**src/rtl/keypad_scanner.sv**
```systemverilog
// keypad_scanner: column-multiplexed 4x4 keypad scanner with press/release debounce and hex key code output
module keypad_scanner #(
  parameter int SCAN_DIV     = 1000,
  parameter int DEBOUNCE_CNT = 20000
) (
  input  logic       clk,
  input  logic       reset,
  input  logic [3:0] rows,
  output logic [3:0] cols,
  output logic [3:0] key_code,
  output logic       key_valid,
  output logic       key_held
);
  localparam int SW = SCAN_DIV > 1 ? $clog2(SCAN_DIV) : 1;
  localparam int DW = DEBOUNCE_CNT > 1 ? $clog2(DEBOUNCE_CNT) : 1;
  localparam logic [63:0] KEYMAP = 64'hDF0E_C987_B654_A321;
  typedef enum logic [1:0] {SCAN, DEBOUNCE, HELD} state_t;
  state_t        r_state;
  logic [3:0]    r_rs1;
  logic [3:0]    r_rs2;
  logic [1:0]    r_col;
  logic [1:0]    r_row;
  logic [SW-1:0] r_slot;
  logic [DW-1:0] r_deb;
  logic [1:0]    w_low;
  logic          w_hit;
  logic          w_slot_end;
  logic          w_deb_end;
  assign w_low      = !r_rs2[0] ? 2'd0 : !r_rs2[1] ? 2'd1 : !r_rs2[2] ? 2'd2 : 2'd3;
  assign w_hit      = r_rs2[r_row];
  assign w_slot_end = r_slot == SW'(SCAN_DIV - 1);
  assign w_deb_end  = r_deb == DW'(DEBOUNCE_CNT - 1);
  assign cols       = ~(4'b0001 << r_col);
  // two-flop synchronizer for the asynchronous row lines, idle-high
  always_ff @(posedge clk) begin
    if (reset) begin
      r_rs1 <= 4'hF;
      r_rs2 <= 4'hF;
    end else begin
      r_rs1 <= rows;
      r_rs2 <= r_rs1;
    end
  end
  // scan / debounce / held state machine; column stays parked on the captured key outside SCAN
  always_ff @(posedge clk) begin
    if (reset) begin
      r_state   <= SCAN;
      r_col     <= 2'd0;
      r_row     <= 2'd0;
      r_slot    <= '0;
      r_deb     <= '0;
      key_code  <= 4'h0;
      key_valid <= 1'b0;
      key_held  <= 1'b0;
    end else begin
      key_valid <= 1'b0;
      case (r_state)
        SCAN: begin
          if (w_slot_end) begin
            r_slot <= '0;
            if (&r_rs2) r_col <= r_col + 2'd1;
            else begin
              r_row   <= w_low;
              r_deb   <= '0;
              r_state <= DEBOUNCE;
            end
          end else r_slot <= r_slot + 1'b1;
        end
        DEBOUNCE: begin
          if (w_hit) begin
            r_state <= SCAN;
            r_col   <= r_col + 2'd1;
            r_slot  <= '0;
          end else if (w_deb_end) begin
            key_code  <= KEYMAP[{r_row, r_col, 2'b00} +: 4];
            key_valid <= 1'b1;
            key_held  <= 1'b1;
            r_deb     <= '0;
            r_state   <= HELD;
          end else r_deb <= r_deb + 1'b1;
        end
        HELD: begin
          if (!w_hit) r_deb <= '0;
          else if (w_deb_end) begin
            key_held <= 1'b0;
            r_deb    <= '0;
            r_slot   <= '0;
            r_col    <= r_col + 2'd1;
            r_state  <= SCAN;
          end else r_deb <= r_deb + 1'b1;
        end
        default: r_state <= SCAN;
      endcase
    end
  end
endmodule
```
**config.mk**
```make
export PLATFORM = sky130hd
export DESIGN_NAME = keypad_scanner
export DESIGN_NICKNAME = d
export VERILOG_FILES = /design/src/rtl/keypad_scanner.sv
export SDC_FILE = /design/constraint.sdc
export NUM_CORES = 1
export LEC_CHECK = 0
export CORE_ASPECT_RATIO = 0.7
export CORE_MARGIN = 8
export CORE_UTILIZATION = 40
export DETAILED_ROUTE_END_ITERATION = 12
export PLACE_DENSITY_LB_ADDON = 0.08
export SLEW_MARGIN = 20
export SYNTH_ARGS = -nofsm -noshare
export SYNTH_HDL_FRONTEND = slang
export SYNTH_SLANG_ARGS = --single-unit
export TNS_END_PERCENT = 100
```
**constraint.sdc**
```tcl
create_clock -name clk -period 6.1 [get_ports clk]
set_clock_uncertainty 0.05 [all_clocks]
set_input_delay 1.525 -clock clk [delete_from_list [all_inputs] [get_ports clk]]
set_output_delay 1.525 -clock clk [all_outputs]
set_load 0.02 [all_outputs]
```
==> reports/summary.txt, run 1 <==
Starting Density: 41.75%
Tcrit/Tclk final: 54.95%
CP max FO: 5
fmax: 298.3 MHz
H-tree level count: 2
async set-reset flop share out of synthesis: 0%
crit path DAT: 1780 ps
Most common cell on crit path: inv_1
syn_nets: 303
drt pass-1 iters: 4
Worst-Margin Slew: 710.6 ps
routed vias: 1990
Critical Path End: cols[2]
Primary FF master, synth: dfxtp_1
clock tree from TritonCTS: done
sequential share of the synthesized area: 37.31%
Die W: 108.9 um
reg2reg setup slack: 3690 ps
setup TNS: 0 ps
r2r endpoint: r_deb[8]
synthesized area per cell: 8.473 sq um
final setup margin: 2748 ps
Cell Pwr Density: 227.2 nW/um^2
Hold Fails Final Rpt: 0
clk_lat worst skew: 300 ps
wire per inst: 13.65 um
area delta synth->final: 14.04%
Synthesis Warnings: 0
core box area: 5784 sq um
RSZ-0062 raised after global routing: false
Final setup viols: 0
Post-synth EDFFs: 0
initial antenna violation count: 0
layout cell share with drive strength beyond 1: 11.07%
VDD IR max: 104.7 uV
Static Leak: 1.020 nW
io pins: 16
Detail Placement HPWL: 3.623 mm
Final ANT Viol Nets: 0
Die ar.: 8819 sq um
vias per cell: 5.335
Slew headroom: 52.63%
Die Ht: 81.01 um
pre-CTS WS: 2674 ps
Placed Cells incl. Taps: 365
post-CTS sizing: 0
DR iter-0 viols: 81
final slew viol count: 0
vias in the first global route: 1776
DRC: 0
Critical Path Sink Type: output port
outcome: finished, final reports clean
HP Class: flip-flop to flip-flop
clk root buf: clkbuf_8
WP data required: 4530 ps
clk buf depth: 2
pin count of the biggest net entering global routing: 34
Routed WL: 5.093 mm
CP max stage delay: 590 ps
Mapped Cells: 285
Worst Setup Path Type: flip-flop to output port
Inserted Clock Buffers: 5
Layout fillers: 555
clock-pin slew on the worst setup and hold paths: 80 ps
post-synth cell types: 47
n_diodes: 0
flops & latches, synth: 45
IO Port Bufs: 15
Core Rows: 23
Tmin final: 3352 ps
non-filler cells, final: 373
hold buffer count at cts: 0
critical path launch point type: flip-flop
Max Cap Viol: 0
Mapped Area: 2415 sq um
r2r startpoint: r_row[0]
Post CTS Setup Buffer Count: 0
CP startpoint: r_col[0]
slowest CP cell: clkdlybuf4s50_1
Placer Congestion: 0.8304
NumNets Final: 315
total congestion overflow: 0
Reg2Reg Depth: 5
CP cell instances: inv_1 > ha_1 > inv_1 > clkdlybuf4s50_1
All-Layer GR Usage: 12.35%
Clock Sinks: 45
first-pass GRT wire length: 8.901 mm
[synth_stat cells (4+ instances only)]
master | n | area share (%)
a31oi_1 | 8 | 2.1
ha_1 | 12 | 6.2
and3_1 | 5 | 1.3
mux2i_1 | 6 | 2.5
nand2_1 | 28 | 4.4
nor3_1 | 7 | 1.5
o31ai_1 | 11 | 3.4
nand4_1 | 5 | 1.3
nor2_1 | 24 | 3.7
or2_2 | 9 | 2.3
a21oi_1 | 12 | 2.5
nand3_1 | 14 | 2.9
nor2b_1 | 8 | 2.1
a32o_1 | 5 | 2.1
clkbuf_1 | 7 | 1.1
dfxtp_1 | 45 | 37
inv_1 | 15 | 2.3
a211oi_1 | 4 | 1.2
o21ai_0 | 19 | 3.9
[worst max-delay path, delay by kind of cell (launching register included)]
| family | cells | cell delay, ps |
|---|---|---|
| buffers and inverters | 3 | 800 |
| adder cells (fa/ha/maj) | 1 | 260 |
| flip-flops | 1 | 430 |
[placed cells by master, fill, tap and decap left out, types with 8 or more instances in the layout]
master and instances:
a21oi_1 12, a31oi_1 8, clkdlybuf4s50_1 15, dfxtp_1 45, ha_1 12, inv_1 15, nand2_1 28, nand3_1 14
nor2_1 24, nor2b_1 8, o21ai_0 19, o31ai_1 11, or2_2 9
[power breakdown]
group | leakage [nW] | internal (mW) | switching (mW)
registers | 0.365 | 0.300 | 0.00525
logic | 0.587 | 0.0220 | 0.0319
clock network | 0.0681 | 0.163 | 0.104
[routing by layer]
layer	wire length (um)	GRT usage [%]	vias up
met5	0	0	-
met4	60	3.673	0
met3	221	3.399	8
met2	2100	17.75	34
met1	2711	17.46	890
li1	-	-	1058
[cell type report]
type	instances	area [sq um]	share of cell area, %
well taps	75	93.84	3.408
flip-flops and latches	45	900.9	32.71
multi-input cells	214	1411	51.25
repair buffers	16	157.7	5.725
inverters	15	56.30	2.045
clock buffers	5	68.82	2.499
clock inverters	3	65.06	2.363
[worst min-delay path by stage]
stage,cells past startpoint,start,endpoint,slack (ps)
after floorplan,1,r_rs1[0],r_rs2[0],340
after global placement,1,r_rs1[3],r_rs2[3],340
after detailed placement,1,r_rs1[0],r_rs2[0],340
after CTS,1,r_rs1[0],r_rs2[0],370
after global routing,1,r_rs1[0],r_rs2[0],380
final,1,r_rs1[0],r_rs2[0],360
[cells by family (layout without fill, tap and decap cells)]
| logic type | count (synthesis) | count (layout) | synth area share, % |
|---|---|---|---|
| and+or+nand+nor | 121 | 121 | 27.62 |
| AOI/OAI and AO/OA | 73 | 73 | 20.57 |
| muxes | 7 | 7 | 3.420 |
| buffers and inverters | 26 | 39 | 4.508 |
| adders and majority gates | 12 | 12 | 6.217 |
| DFF | 45 | 45 | 37.31 |
| xor gates and xnor gates | 1 | 1 | 0.3628 |
[sequential cells by signal, summed over array words and instances (netlist names)]
name and cells:
key_code 4, r_rs1 4, r_rs2 4, r_slot 10
r_row 2, r_deb 15, key_held 1, r_col 2
r_state 2, key_valid 1
[metrics by stage]
| stage | power [mW] | area (sq um) | utilization (%) | hold WS, ps |
|---|---|---|---|---|
| 2_1_floorplan | 0.3521 | 2415 | - | 339.5 |
| 3_3_place_gp | 0.3662 | 2614 | 45.19 | 344.1 |
| 3_5_place_dp | 0.3663 | 2614 | 45.19 | 344.8 |
| 4_1_cts | 0.6359 | 2748 | 47.50 | 366.1 |
| 5_1_grt | 0.6571 | 2754 | 47.61 | 381.0 |
| 6_report | 0.6257 | 2754 | 47.61 | 363.9 |
Note: power is estimated with default switching activity, not from simulation.
==> run 2: changes to the inputs <==
==> constraint.sdc (replaced) <==
create_clock -name clk -period 3 [get_ports clk]
set_clock_uncertainty 0.05 [all_clocks]
set_input_delay 0.75 -clock clk [delete_from_list [all_inputs] [get_ports clk]]
set_output_delay 0.75 -clock clk [all_outputs]
set_load 0.02 [all_outputs]
==> reports/summary.txt, run 2 (same netlist as run 1, synthesis figures left out) <==
outcome: finished, final reports clean
clk root buf: clkbuf_8
Worst-Margin Slew: 664.4 ps
Detail Placement HPWL: 3.789 mm
final core occ: 46.90%
non-filler cells, final: 374
Layout fillers: 586
crit-path leading delay family: buffers and inverters
slowest CP cell: clkdlybuf4s50_1
Die Ht: 81.01 um
DRC: 0
CP startpoint: r_col[0]
Clock Sinks: 45
Post CTS Setup Buffer Count: 0
final slew viol count: 0
pin count of the biggest net entering global routing: 32
wire per inst: 14.08 um
Placed Cells incl. Taps: 366
CP cell instances: inv_1 > ha_1 > inv_1 > clkdlybuf4s50_1
Tmin final: 2581 ps
Regs by FF count: r_deb: 15 flops, r_slot: 10 flops
Core Rows: 23
Reg with most FFs: r_deb
max FFs per register: 15
IO Port Bufs: 15
Final ANT Viol Nets: 0
initial antenna violation count: 0
NumNets Final: 316
layout cell share with drive strength beyond 1: 11.04%
Starting Density: 41.75%
clock-pin slew on the worst setup and hold paths: 90 ps
Hold Fails Final Rpt: 0
Placer Congestion: 0.7932
Clk network pwr share: 34.9%
post-CTS sizing: 0
critical path launch point type: flip-flop
HP Class: flip-flop to flip-flop
Slew headroom: 55.71%
first-pass GRT wire length: 9.197 mm
total congestion overflow: 0
Critical Path End: cols[2]
clock tree from TritonCTS: done
r2r startpoint: r_deb[0]
Switching Fraction: 27.12%
crit path DAT: 1780 ps
Inserted Clock Buffers: 5
most common cell after layout, fill and taps aside: dfxtp_1
DR iter-0 viols: 123
drt pass-1 iters: 4
reg2reg setup slack: 620 ps
Tcrit/Tclk final: 86.02%
Reg2Reg Depth: 7
area delta synth->final: 12.33%
Most common cell on crit path: inv_1
VDD IR max: 173.0 uV
commonest cells after routing, fill and taps aside: 45 x dfxtp_1, 28 x nand2_1, 24 x nor2_1
Static Leak: 0.9925 nW
core box area: 5784 sq um
Die W: 108.9 um
Placed Area: 2621 sq um
Comb pwr share: 9.8%
setup TNS: 0 ps
internal power: 0.8188 mW
clk buf depth: 2
CP max FO: 5
RSZ-0062 raised after global routing: false
io pins: 16
routed vias: 2021
Psw: 0.3046 mW
Cell Pwr Density: 414.2 nW/um^2
Worst Setup Path Type: flip-flop to output port
H-tree level count: 2
n_diodes: 0
cell area after layout: 2713 sq um
Reg power frac: 55.3%
hold buffer count at cts: 0
vias in the first global route: 1854
WP data required: 2200 ps
Routed WL: 5.265 mm
clk_lat worst skew: 310 ps
WP buf/inv: 3
vias per cell: 5.404
CP max stage delay: 600 ps
r2r endpoint: r_slot[4]
Max Cap Viol: 0
fmax: 387.5 MHz
All-Layer GR Usage: 12.83%
Die ar.: 8819 sq um
Critical Path Sink Type: output port
Final setup viols: 0
Stages on worst setup path: 4
[run 2: changes by cell type in the layout (fill, tap and decap cells not counted)]
cell	change
clkinvlp_4	+3
bufinv_16	-2
buf_4	+1
clkinv_2	-1
o2111ai_1	+1
o2111ai_2	-1
[run 2: worst register-to-register path: stages, from the launching register on]
cell and delay, ps:
dfxtp_1 400, ha_1 250, and4_1 380, nand4_4 220, o22a_4 310, nor2_4 260, o21ai_0 140, a32o_1 270
[run 2: area by class of cell]
cell class                      instances  area [sq um]  share of cell area, %
Timing Repair Buffer                   17         165.2                  6.089
Sequential cell                        45         900.9                  33.21
Clock inverter                          3         22.52                 0.8303
Clock buffer                            5         68.82                  2.537
Inverter                               15         56.30                  2.076
Tap cell                               75         93.84                  3.459
Multi-Input combinational cell        214          1405                  51.80
[run 2: stage by stage]
stage               hold slack [ps]  worst slack (ps)  power [mW]
finish                        367.1             419.4       1.123
global route                  387.8             281.3       1.178
CTS                           367.5             395.9       1.135
detailed placement            344.7             622.3      0.7462
global placement              343.6             670.5      0.7457
floorplan                     339.5              1053      0.7160
[run 2: metal layers]
layer	track usage, %	share of wire (%)	vias to the layer above
met4	2.857	0.85	0
met3	3.953	4.3	5
met2	18.18	39	28
met1	18.42	56	932
li1	-	-	1056
met5	0	0	-
[run 2: power groups by stage]
stage,clock (mW),combinational (mW),sequential [mW]
floorplan,0,0.0837,0.632
global placement,0,0.111,0.635
detailed placement,0,0.111,0.636
CTS,0.402,0.111,0.621
global route,0.429,0.126,0.623
finish,0.392,0.110,0.621
[run 2: how the worst min path moves through the flow]
stage          startpoint        to  slack, ps  depth (start not counted)
2_1_floorplan    r_rs1[0]  r_rs2[0]        340                          1
3_3_place_gp     r_rs1[1]  r_rs2[1]        340                          1
3_5_place_dp     r_rs1[2]  r_rs2[2]        340                          1
4_1_cts          r_rs1[2]  r_rs2[2]        370                          1
5_1_grt          r_rs1[0]  r_rs2[0]        390                          1
6_report         r_rs1[2]  r_rs2[2]        370                          1
==> run 3: changes to the inputs <==
--- a/config.mk
+++ b/config.mk
@@ -9,6 +9,7 @@
 export CORE_MARGIN = 8
 export CORE_UTILIZATION = 40
 export DETAILED_ROUTE_END_ITERATION = 12
+export MAX_ROUTING_LAYER = met4
 export PLACE_DENSITY_LB_ADDON = 0.08
 export SLEW_MARGIN = 20
 export SYNTH_ARGS = -nofsm -noshare
==> reports/summary.txt, run 3 (same netlist as run 1, synthesis figures left out) <==
Worst Setup Path Type: flip-flop to output port
WHS: 367.1 ps
Clk network pwr share: 34.9%
final setup margin: 419.0 ps
critical path launch point type: flip-flop
clk buf depth: 2
Tmin final: 2581 ps
setup TNS: 0 ps
Psw: 0.3050 mW
Placer Congestion: 0.8044
hold buffer count at cts: 0
Post CTS Setup Buffer Count: 0
Die Ht: 81.01 um
Max Cap Viol: 0
core box area: 5784 sq um
Detail Placement HPWL: 3.789 mm
wire per inst: 14.10 um
most common cell after layout, fill and taps aside: dfxtp_1
Die ar.: 8819 sq um
Final setup viols: 0
NumNets Final: 316
Placed Cells incl. Taps: 366
CP max FO: 5
Static Leak: 0.9925 nW
Inserted Clock Buffers: 5
Regs by FF count: r_deb: 15 flops, r_slot: 10 flops
Tcrit/Tclk final: 86.03%
non-filler cells, final: 374
total congestion overflow: 0
Reg power frac: 55.3%
Comb pwr share: 9.8%
WP data required: 2200 ps
area delta synth->final: 12.33%
Switching Fraction: 27.14%
clock tree from TritonCTS: done
outcome: finished, final reports clean
All-Layer GR Usage: 13.23%
max FFs per register: 15
layout cell share with drive strength beyond 1: 11.04%
Die W: 108.9 um
Slew headroom: 55.72%
internal power: 0.8188 mW
DR iter-0 viols: 124
post-CTS sizing: 0
fmax: 387.5 MHz
RSZ-0062 raised after global routing: false
Cell Pwr Density: 414.3 nW/um^2
n_diodes: 0
vias per cell: 5.390
clk root buf: clkbuf_8
VDD IR max: 173.0 uV
io pins: 16
Hold Fails Final Rpt: 0
H-tree level count: 2
HP Class: flip-flop to flip-flop
pre-CTS WS: 622.3 ps
Clock Sinks: 45
initial antenna violation count: 0
Reg with most FFs: r_deb
Core Rows: 23
Worst-Margin Slew: 664.2 ps
crit path DAT: 1780 ps
DRC: 0
pin count of the biggest net entering global routing: 32
vias in the first global route: 1855
final slew viol count: 0
clock-pin slew on the worst setup and hold paths: 90 ps
clk_lat worst skew: 310 ps
first-pass GRT wire length: 9.190 mm
Critical Path Sink Type: output port
IO Port Bufs: 15
Final ANT Viol Nets: 0
drt pass-1 iters: 4
Routed WL: 5.273 mm
routed vias: 2016
commonest cells after routing, fill and taps aside: 45 x dfxtp_1, 28 x nand2_1, 24 x nor2_1
final core occ: 46.90%
Starting Density: 41.75%
-- run 3: cell counts in the layout (fill, tap and decap cells not counted) --
Identical to the previous run, type by type.
-- run 3: final timing paths --
kind              startpoint         to  slack, ps  cells past startpoint
hold / removal      r_rs1[2]   r_rs2[2]        370                      1
setup / recovery    r_col[0]    cols[2]        420                      4
hold reg to reg     r_rs1[2]   r_rs2[2]        370                      1
setup reg to reg    r_deb[0]  r_slot[4]        610                      7
-- run 3: critical path, cell delays in order (launching register included) --
cell and delay, ps:
dfxtp_1 430, inv_1 140, ha_1 250, inv_1 60
clkdlybuf4s50_1 600
-- run 3: layout make-up --
type,count,area [sq um]
Clock buffer,5,68.82
Clock inverter,3,22.52
Fill cell,586,3072
Inverter,15,56.30
Multi-Input combinational cell,214,1405
Sequential cell,45,900.9
Tap cell,75,93.84
Timing Repair Buffer,17,165.2
-- run 3: layer usage --
layer	part of all wire [%]	wire length, um	GRT usage, %	vias up
met4	0.83	44	2.857	0
li1	-	-	-	1055
met1	56	2959	18.52	924
met5	0	0	-	-
met3	4.4	232	3.794	5
met2	39	2037	18.18	32
-- run 3: power groups by stage --
stage	Combinational [mW]	Sequential (mW)	Clock, mW
2_1_floorplan	0.0837	0.632	0
3_3_place_gp	0.111	0.635	0
3_5_place_dp	0.111	0.636	0
4_1_cts	0.111	0.621	0.402
5_1_grt	0.126	0.623	0.429
6_report	0.110	0.621	0.392
-- run 3: per-stage QoR --
stage,cell area [sq um],power [mW]
finish,2713,1.124
global route,2713,1.178
CTS,2713,1.135
detailed placement,2621,0.7462
global placement,2621,0.7457
floorplan,2415,0.7160
